File: config.mk
export PLATFORM = sky130hd
export DESIGN_NAME = shared_cla_sequencer
export DESIGN_NICKNAME = d
export VERILOG_FILES = /design/src/rtl/shared_cla_sequencer_pkg.sv /design/src/rtl/shared_cla_sequencer_cla4_slice.sv /design/src/rtl/shared_cla_sequencer.sv
export SDC_FILE = /design/constraint.sdc
export NUM_CORES = 1
export LEC_CHECK = 0
export ABC_AREA = 1
export BUFFER_PORTS_ARGS = -buffer_cell sky130_fd_sc_hd__buf_2
export CORE_UTILIZATION = 55
export DETAILED_ROUTE_END_ITERATION = 7
export PLACE_DENSITY_LB_ADDON = 0.05
export SYNTH_ARGS = -nofsm -noshare
export SYNTH_HDL_FRONTEND = slang
export SYNTH_SLANG_ARGS = --single-unit
File: constraint.sdc
create_clock -name clk_i -period 5 [get_ports clk_i]
set_input_delay 1 -clock clk_i [delete_from_list [all_inputs] [get_ports clk_i]]
set_output_delay 1 -clock clk_i [all_outputs]
set_load 0.05 [all_outputs]
File: src/rtl/shared_cla_sequencer_pkg.sv
`default_nettype none
// ============================================================================
// shared_cla_sequencer_pkg: slice width, FSM encoding and arbitration helper
// Revision: 1.0
// ============================================================================
package shared_cla_sequencer_pkg;

  localparam int SLICE_W = 4;

  typedef enum logic [1:0] {
    ST_IDLE = 2'd0,
    ST_RUN  = 2'd1,
    ST_DONE = 2'd2
  } state_e;

  // Returns {grant1, grant0}; on a tie the requester other than last_id wins.
  function automatic logic [1:0] rr_grant(input logic v0, input logic v1, input logic last_id);
    logic [1:0] g;
    g[0] = v0 & (~v1 | last_id);
    g[1] = v1 & (~v0 | ~last_id);
    return g;
  endfunction

endpackage
`default_nettype wire

File: src/rtl/shared_cla_sequencer_cla4_slice.sv
`default_nettype none
// ============================================================================
// shared_cla_sequencer_cla4_slice: 4-bit carry-look-ahead adder slice
// Revision: 1.0
// ============================================================================
module shared_cla_sequencer_cla4_slice
  import shared_cla_sequencer_pkg::*;
(
  input  logic [SLICE_W-1:0] x_i,
  input  logic [SLICE_W-1:0] y_i,
  input  logic               cin_i,
  output logic [SLICE_W-1:0] s_o,
  output logic               cout_o
);

  logic [3:0] w_p;
  logic [3:0] w_g;
  logic [4:0] w_c;

  assign w_p = x_i ^ y_i;
  assign w_g = x_i & y_i;

  assign w_c[0] = cin_i;
  assign w_c[1] = w_g[0] | (w_p[0] & w_c[0]);
  assign w_c[2] = w_g[1] | (w_p[1] & w_g[0]) | (w_p[1] & w_p[0] & w_c[0]);
  assign w_c[3] = w_g[2] | (w_p[2] & w_g[1]) | (w_p[2] & w_p[1] & w_g[0])
                | (w_p[2] & w_p[1] & w_p[0] & w_c[0]);
  assign w_c[4] = w_g[3] | (w_p[3] & w_g[2]) | (w_p[3] & w_p[2] & w_g[1])
                | (w_p[3] & w_p[2] & w_p[1] & w_g[0])
                | (w_p[3] & w_p[2] & w_p[1] & w_p[0] & w_c[0]);

  assign s_o    = w_p ^ w_c[3:0];
  assign cout_o = w_c[4];

endmodule
`default_nettype wire

File: src/rtl/shared_cla_sequencer.sv
`default_nettype none
// ============================================================================
// shared_cla_sequencer: two requesters share one CLA slice, WIDTH-bit add LSB first
// Revision: 1.0
// ============================================================================
module shared_cla_sequencer
  import shared_cla_sequencer_pkg::*;
#(
  parameter int WIDTH = 16
) (
  input  logic             clk_i,
  input  logic             reset_i,
  input  logic             req0_valid_i,
  output logic             req0_ready_o,
  input  logic [WIDTH-1:0] req0_a_i,
  input  logic [WIDTH-1:0] req0_b_i,
  input  logic             req0_cin_i,
  input  logic             req1_valid_i,
  output logic             req1_ready_o,
  input  logic [WIDTH-1:0] req1_a_i,
  input  logic [WIDTH-1:0] req1_b_i,
  input  logic             req1_cin_i,
  output logic             out_valid_o,
  input  logic             out_ready_i,
  output logic [WIDTH-1:0] out_sum_o,
  output logic             out_id_o,
  output logic             busy_o
);

  localparam int NSLICE = WIDTH / SLICE_W;
  localparam int CNT_W  = (NSLICE > 1) ? $clog2(NSLICE) : 1;
  localparam logic [CNT_W-1:0] LAST_K = CNT_W'(NSLICE - 1);

  state_e             state_q, state_d;
  logic               rr_last_q, rr_last_d;
  logic [WIDTH-1:0]   a_q, a_d;
  logic [WIDTH-1:0]   b_q, b_d;
  logic [WIDTH-1:0]   sum_q, sum_d;
  logic               carry_q, carry_d;
  logic [CNT_W-1:0]   k_q, k_d;
  logic               id_q, id_d;

  logic [1:0]         w_grant;
  logic [SLICE_W-1:0] w_x;
  logic [SLICE_W-1:0] w_y;
  logic [SLICE_W-1:0] w_s;
  logic               w_cout;

  assign w_grant = rr_grant(req0_valid_i, req1_valid_i, rr_last_q);

  assign w_x = a_q[k_q*SLICE_W +: SLICE_W];
  assign w_y = b_q[k_q*SLICE_W +: SLICE_W];

  shared_cla_sequencer_cla4_slice u_slice (
    .x_i    (w_x),
    .y_i    (w_y),
    .cin_i  (carry_q),
    .s_o    (w_s),
    .cout_o (w_cout)
  );

  always_ff @(posedge clk_i) begin
    if (reset_i) begin
      state_q   <= ST_IDLE;
      rr_last_q <= 1'b1;
      a_q       <= '0;
      b_q       <= '0;
      sum_q     <= '0;
      carry_q   <= 1'b0;
      k_q       <= '0;
      id_q      <= 1'b0;
    end else begin
      state_q   <= state_d;
      rr_last_q <= rr_last_d;
      a_q       <= a_d;
      b_q       <= b_d;
      sum_q     <= sum_d;
      carry_q   <= carry_d;
      k_q       <= k_d;
      id_q      <= id_d;
    end
  end

  always_comb begin
    state_d      = state_q;
    rr_last_d    = rr_last_q;
    a_d          = a_q;
    b_d          = b_q;
    sum_d        = sum_q;
    carry_d      = carry_q;
    k_d          = k_q;
    id_d         = id_q;
    req0_ready_o = 1'b0;
    req1_ready_o = 1'b0;
    out_valid_o  = 1'b0;
    busy_o       = 1'b1;

    case (state_q)
      ST_IDLE: begin
        busy_o       = 1'b0;
        req0_ready_o = w_grant[0];
        req1_ready_o = w_grant[1];
        if (w_grant[0] | w_grant[1]) begin
          a_d       = w_grant[1] ? req1_a_i   : req0_a_i;
          b_d       = w_grant[1] ? req1_b_i   : req0_b_i;
          carry_d   = w_grant[1] ? req1_cin_i : req0_cin_i;
          id_d      = w_grant[1];
          rr_last_d = w_grant[1];
          k_d       = '0;
          state_d   = ST_RUN;
        end
      end
      ST_RUN: begin
        // Carry out of the top slice is simply not consumed: the sum wraps.
        sum_d[k_q*SLICE_W +: SLICE_W] = w_s;
        carry_d = w_cout;
        k_d     = k_q + CNT_W'(1);
        if (k_q == LAST_K) begin
          state_d = ST_DONE;
        end
      end
      ST_DONE: begin
        out_valid_o = 1'b1;
        if (out_ready_i) begin
          state_d = ST_IDLE;
        end
      end
      default: begin
        state_d = ST_IDLE;
      end
    endcase
  end

  assign out_sum_o = sum_q;
  assign out_id_o  = id_q;

endmodule
`default_nettype wire

-- After elaboration in Yosys (flattened, before gate mapping)
Cells that the tools add are included.
Widths: inputs -> output; s select.
- bits in registers: 55
- input bits: 71
- logic and storage cells: 78
- $add $sub $neg: 2
- eq/ne operators: 6
- shifts and indexed selects: 4
- muxes and demuxes: 16
- bitwise logic cells: 37
- reductions and logical operators: 5
- operator list (cell ; number):
    $neg 4->34 ; 1
    $shift 4x34->16 const A ; 1
    $shiftx 4x34->16 ; 1
    $mux 16 ; 2
    $shiftx 16x5->4 ; 2
    $and 1x1->1 ; 18
    $bwmux 16 ; 1
    $or 1x1->1 ; 13
    $mux 2 ; 4
    $xor 4x4->4 ; 2
    $mux 1 ; 6
    $ne 2x2->1 const B ; 3
    $pmux 2 s3 ; 1
    $and 4x4->4 ; 1
    $eq 2x2->1 const B ; 2
    $pmux 2 s2 ; 1
    $reduce_and 2->1 ; 2
    $not 1->1 ; 3
    $reduce_and 3->1 ; 1
    $add 2x1->2 const B ; 1
    $eq 2x1->1 const B ; 1
    $logic_not 2->1 ; 1
    $pmux 1 s2 ; 1
    $reduce_bool 2->1 ; 1

-- Depth between registers and ports, before layout
- depth in word-level cells: 9
- depth in mapped cells: 14

-- Modules after synthesis
A second synthesis with hierarchy kept.
- cells, all modules: 470
- area, all modules: 3041.7 um^2
- by module, submodules not included (module ; times used ; cells each ; area an instance (um^2) ; sequential area each (um^2)):
    shared_cla_sequencer ; 1 ; 439 ; 2852.7 ; 1101.1
    shared_cla_sequencer_cla4_slice ; 1 ; 31 ; 188.9 ; 0.0

-- Least setup slack after synthesis
OpenSTA, ideal clock, no wires.
- kind: in2out
- start: input req1_valid_i
- end: output req0_ready_o
- arrival: 2157 ps
- required time: 4000 ps
- slack: 1843 ps
- stages: 3
- cells stage by stage: buf_2 buf_1 a21oi_1
- word-level cells in the longest chain between the ends: 4
- RTL lines (item ; RTL line ; text):
    start: declaration ; shared_cla_sequencer.sv:18 ; input logic req1_valid_i,
    $not 1->1 ; shared_cla_sequencer_pkg.sv:19 ; g[0] = v0 & (~v1 | last_id);
    $or 1x1->1 ; shared_cla_sequencer_pkg.sv:19 ;
    $and 1x1->1 ; shared_cla_sequencer_pkg.sv:19 ;
    $mux 1 ; shared_cla_sequencer.sv:98 ; case (state_q)
    end: declaration ; shared_cla_sequencer.sv:14 ; output logic req0_ready_o,
No other way between the ends.

-- Final worst setup path
- start: register k_q[0]
- end: register sum_q[7] (netlist: out_sum_o[7])
- word-level cells in the longest chain between the ends: 9
- elaborated cells on any way between the ends: 24
- classes of those cells: add/sub (1); shift (4); mux (1); bitwise (18)
- RTL lines (item ; RTL line ; text):
    start: declaration ; shared_cla_sequencer.sv:40 ; logic [CNT_W-1:0] k_q, k_d;
    start signal: assignment ; shared_cla_sequencer.sv:79 ; k_q <= k_d;
    $shiftx 16x5->4 (on tied branches) ; shared_cla_sequencer.sv:51, shared_cla_sequencer.sv:52 ;
    $xor 4x4->4 or $and 4x4->4 (tied branches) ; shared_cla_sequencer_cla4_slice.sv:20, shared_cla_sequencer_cla4_slice.sv:21 ;
    $and 1x1->1 (on tied branches) ; shared_cla_sequencer_cla4_slice.sv:26, shared_cla_sequencer_cla4_slice.sv:27 ;
    $or 1x1->1 (tied with other cells) ; shared_cla_sequencer_cla4_slice.sv:26 ; assign w_c[3] = w_g[2] | (w_p[2] & w_g[1]) | (w_p[2] & w_p[1] & w_g[0])
    $or 1x1->1 or $and 1x1->1 (tied branches) ; shared_cla_sequencer_cla4_slice.sv:26, shared_cla_sequencer_cla4_slice.sv:27 ;
    $or 1x1->1 ; shared_cla_sequencer_cla4_slice.sv:27 ; | (w_p[2] & w_p[1] & w_p[0] & w_c[0]);
    $xor 4x4->4 ; shared_cla_sequencer_cla4_slice.sv:32 ; assign s_o = w_p ^ w_c[3:0];
    $shiftx 4x34->16 ; shared_cla_sequencer.sv:115 ; sum_d[k_q*SLICE_W +: SLICE_W] = w_s;
    $bwmux 16 (*) ; shared_cla_sequencer.sv:115 ;
    end signal: assignment ; shared_cla_sequencer.sv:77 ; sum_q <= sum_d;
    end: declaration ; shared_cla_sequencer.sv:38 ; logic [WIDTH-1:0] sum_q, sum_d;
Every way passes the cells marked *; elsewhere a longest branch is shown, timed or not.
A chain may end at the register's enable or synchronous reset.

==> reports/metrics.yaml <==
sta:
  fin_skew_ns: 0.00802
  fin_crit_sh: 0.620
  drv_slew: 0
  relSlewSlack: 0.391
  tns_ns: 0
  fmax_mhz: 323
  fin_crit_ns: 3.10
  tightest_slew_ns: 0.912
  rsz0062_at_grt: "false"
  hold_viol: 0
  setup_viol: 0
clocking:
  numClockSinks: 55
  clock_latency_ns: 0.31
  numCtsBuffers: 5
  clock-root-buffer: "clkbuf_8"
  htree_levels: 2
  clockBufferDepth: 2
  ctsHoldBuffers: 0
  cts_resized: 0
  postCtsSetupBuffers: 0
  cts_tree: "yes"
  path_clk_slew_ns: 0.10
final_layout:
  final.fill_count: 426
  final_nets: 539
  area_growth_syn_to_layout_pct: 17.5
  diodes: 0
  layout-drive-gt1-share: 0.247
  instances_no_fill: 525
logic_synthesis:
  syn_area_um2: 2830
  synth_nets: 466
  ys_ff_latch: 55
  synth_cell_types: 30
  yosysSeqAreaShare: 0.389
  synth_warnings: 0
  syn_inst: 384
  syn-mean-instance-area_um2: 7.37
global_routing:
  grt-busiest-layer: "met2"
  groute.usage.overall: 0.256
  grt_max_degree: 68
  grt_pass1_wl_um: 10900
  grt_pass1_vias: 2490
  grt.overflow.total: 0
  use_met3: 0.0412
  grtUsageMet2: 0.453
  antenna_found_initial: 0
  use_met1: 0.319
drt:
  dr.pass1.iters: 5
  vias: 2854
  post-route-drc-count: 0
  routedWlPerCell_um: 12.7
  drt_iter0_drc: 159
  wl_um: 6660
  antenna_left: 0
  vias_per_cell: 5.44
worst_setup_path:
  path_buf_inv: 1
  worstPathArrival_ns: 3.35
  worstSetupPathType: "reg -> reg"
  cp.depth: 13
  crit_path_end_kind: "flop"
  critPathMaxStageDelay_ns: 0.83
  startpoint_type: "flop"
  crit_slowest_cell: "dfxtp_1"
  crit_family: "flip-flops"
  reg2reg_depth: 13
  critPathRequiredTime_ns: 5.25
  cp_cell_sequence: "inv_1 > o21ai_0 > o22ai_1 > ha_1 > nand2_1 > nor2_1 > nor2_1 > nand2_1 > nand2_1 > nand3_1 > nor2_1 > nand2_1 > a21oi_1"
  critPathMostFrequentCell: "nand2_1"
  path_max_fanout: 25
floorplan:
  core_um2: 4850
  rows: 25
  start_util: 0.584
  die_y_um: 73.8
  io_pins: 92
  die_area_um2: 5440
  die_w_um: 73.8
pwr:
  p_leak_uw: 0.00151
  power.density_nw_per_um2: 307
  ir_drop_mv: 0.146
placed_design:
  hpwl_um: 4740
  gp_congestion: 0.910
  dp_cells: 517
  port_buffers: 91
outcome:
  status: "finished, final reports clean"
worst_hold_path:
  hold_path_class: "reg -> reg"
  hold_depth: 2
job:
  cap_violations: 0
path summary, 6_finish.rpt:
check / start / slack, ns / endpoint
max: k_q[0] / 1.90 / out_sum_o[7]
min reg2reg: out_sum_o[10] / 0.46 / out_sum_o[10]
max reg2reg: k_q[0] / 1.90 / out_sum_o[7]
min: out_sum_o[10] / 0.46 / out_sum_o[10]
synthesized netlist by cell type, drive strengths merged:
cell / n / area [um2]
inv: 18 / 67.6
nand2b: 1 / 6.26
nand4: 2 / 12.5
buf: 13 / 88.8
nor4: 1 / 21.3
nor2: 36 / 164
a21oi: 19 / 95.1
o21a: 1 / 7.51
ha: 10 / 125
a31oi: 32 / 200
dfxtp: 55 / 1100
xor2: 2 / 17.5
a22oi: 3 / 22.5
clkbuf: 14 / 52.6
nand3: 42 / 210
fa: 1 / 20.0
o22ai: 8 / 50.1
a211oi: 1 / 12.5
nand2: 74 / 295
o211ai: 1 / 7.51
o21ai: 50 / 254
metrics by stage:
| stage | hold slack, ns | setup slack (ns) | util | power, uW | cell area, um2 |
|---|---|---|---|---|---|
| floorplan | 0.485 | 1.84 | - | 718 | 2830 |
| global placement | 0.449 | 1.99 | 0.669 | 783 | 3240 |
| detailed placement | 0.450 | 1.93 | 0.669 | 789 | 3240 |
| CTS | 0.465 | 1.93 | 0.686 | 1020 | 3330 |
| global route | 0.490 | 1.60 | 0.686 | 1080 | 3330 |
| finish | 0.465 | 1.90 | 0.686 | 1020 | 3330 |
state kept, by name, summed over array words and instances (netlist names):
register and cells:
a_q 16, b_q 16, carry_q 1, k_q 2, out_id_o 1, out_sum_o 16
rr_last_q 1, state_q 2
layer usage:
metal  vias up  routed length, um
li1       1474                  -
met4         0                 69
met3         8                254
met2        88               3320
met5         -                  0
met1      1284               3020
layout make-up:
class | count | area, um2 | share of cell area
multi-input cells | 284 | 1520 | 0.457
flip-flops and latches | 55 | 1100 | 0.331
repair buffers | 93 | 470 | 0.141
well taps | 67 | 83.8 | 0.0252
clock buffers | 5 | 68.8 | 0.0207
inverters | 18 | 67.6 | 0.0203
clock inverters | 3 | 15.0 | 0.00451
placed cells by master, fill, tap and decap left out, types with 2 or more instances in the layout:
cell and count:
inv_1 16, buf_2 91, dfxtp_1 55, nand2_1 71, nor2_2 2, clkinv_2 3
o21ai_0 49, a31oi_1 32, nand2_4 2, xor2_1 2, clkbuf_8 5, buf_4 2
nand3_1 42, ha_1 10, a22oi_1 3, o22ai_1 8, nor2_1 32, nand4_1 2
inv_2 2, a21oi_1 19
logic make-up after synthesis:
logic type,share of synthesized area
and+or+nand+nor,0.251
AOI/OAI and AO/OA,0.229
DFF,0.389
buffers and inverters,0.0738
adders and majority gates,0.0513
xor gates and xnor gates,0.00619
report_power, final:
part / leakage, uW / internal (uW) / switching, uW / total, uW
clock: 0.0000477 / 96.3 / 143 / 239
sequential: 0.000453 / 474 / 26.8 / 501
combinational: 0.00101 / 100 / 180 / 281
worst reg2reg max path, cell delays in order (launching register included):
cell and delay, ns:
dfxtp_1 0.83, inv_1 0.57, o21ai_0 0.30, o22ai_1 0.10
ha_1 0.37, nand2_1 0.10, nor2_1 0.04, nor2_1 0.12
nand2_1 0.06, nand2_1 0.12, nand3_1 0.08, nor2_1 0.14
nand2_1 0.08, a21oi_1 0.11
Note: power is estimated with default switching activity, not from simulation.
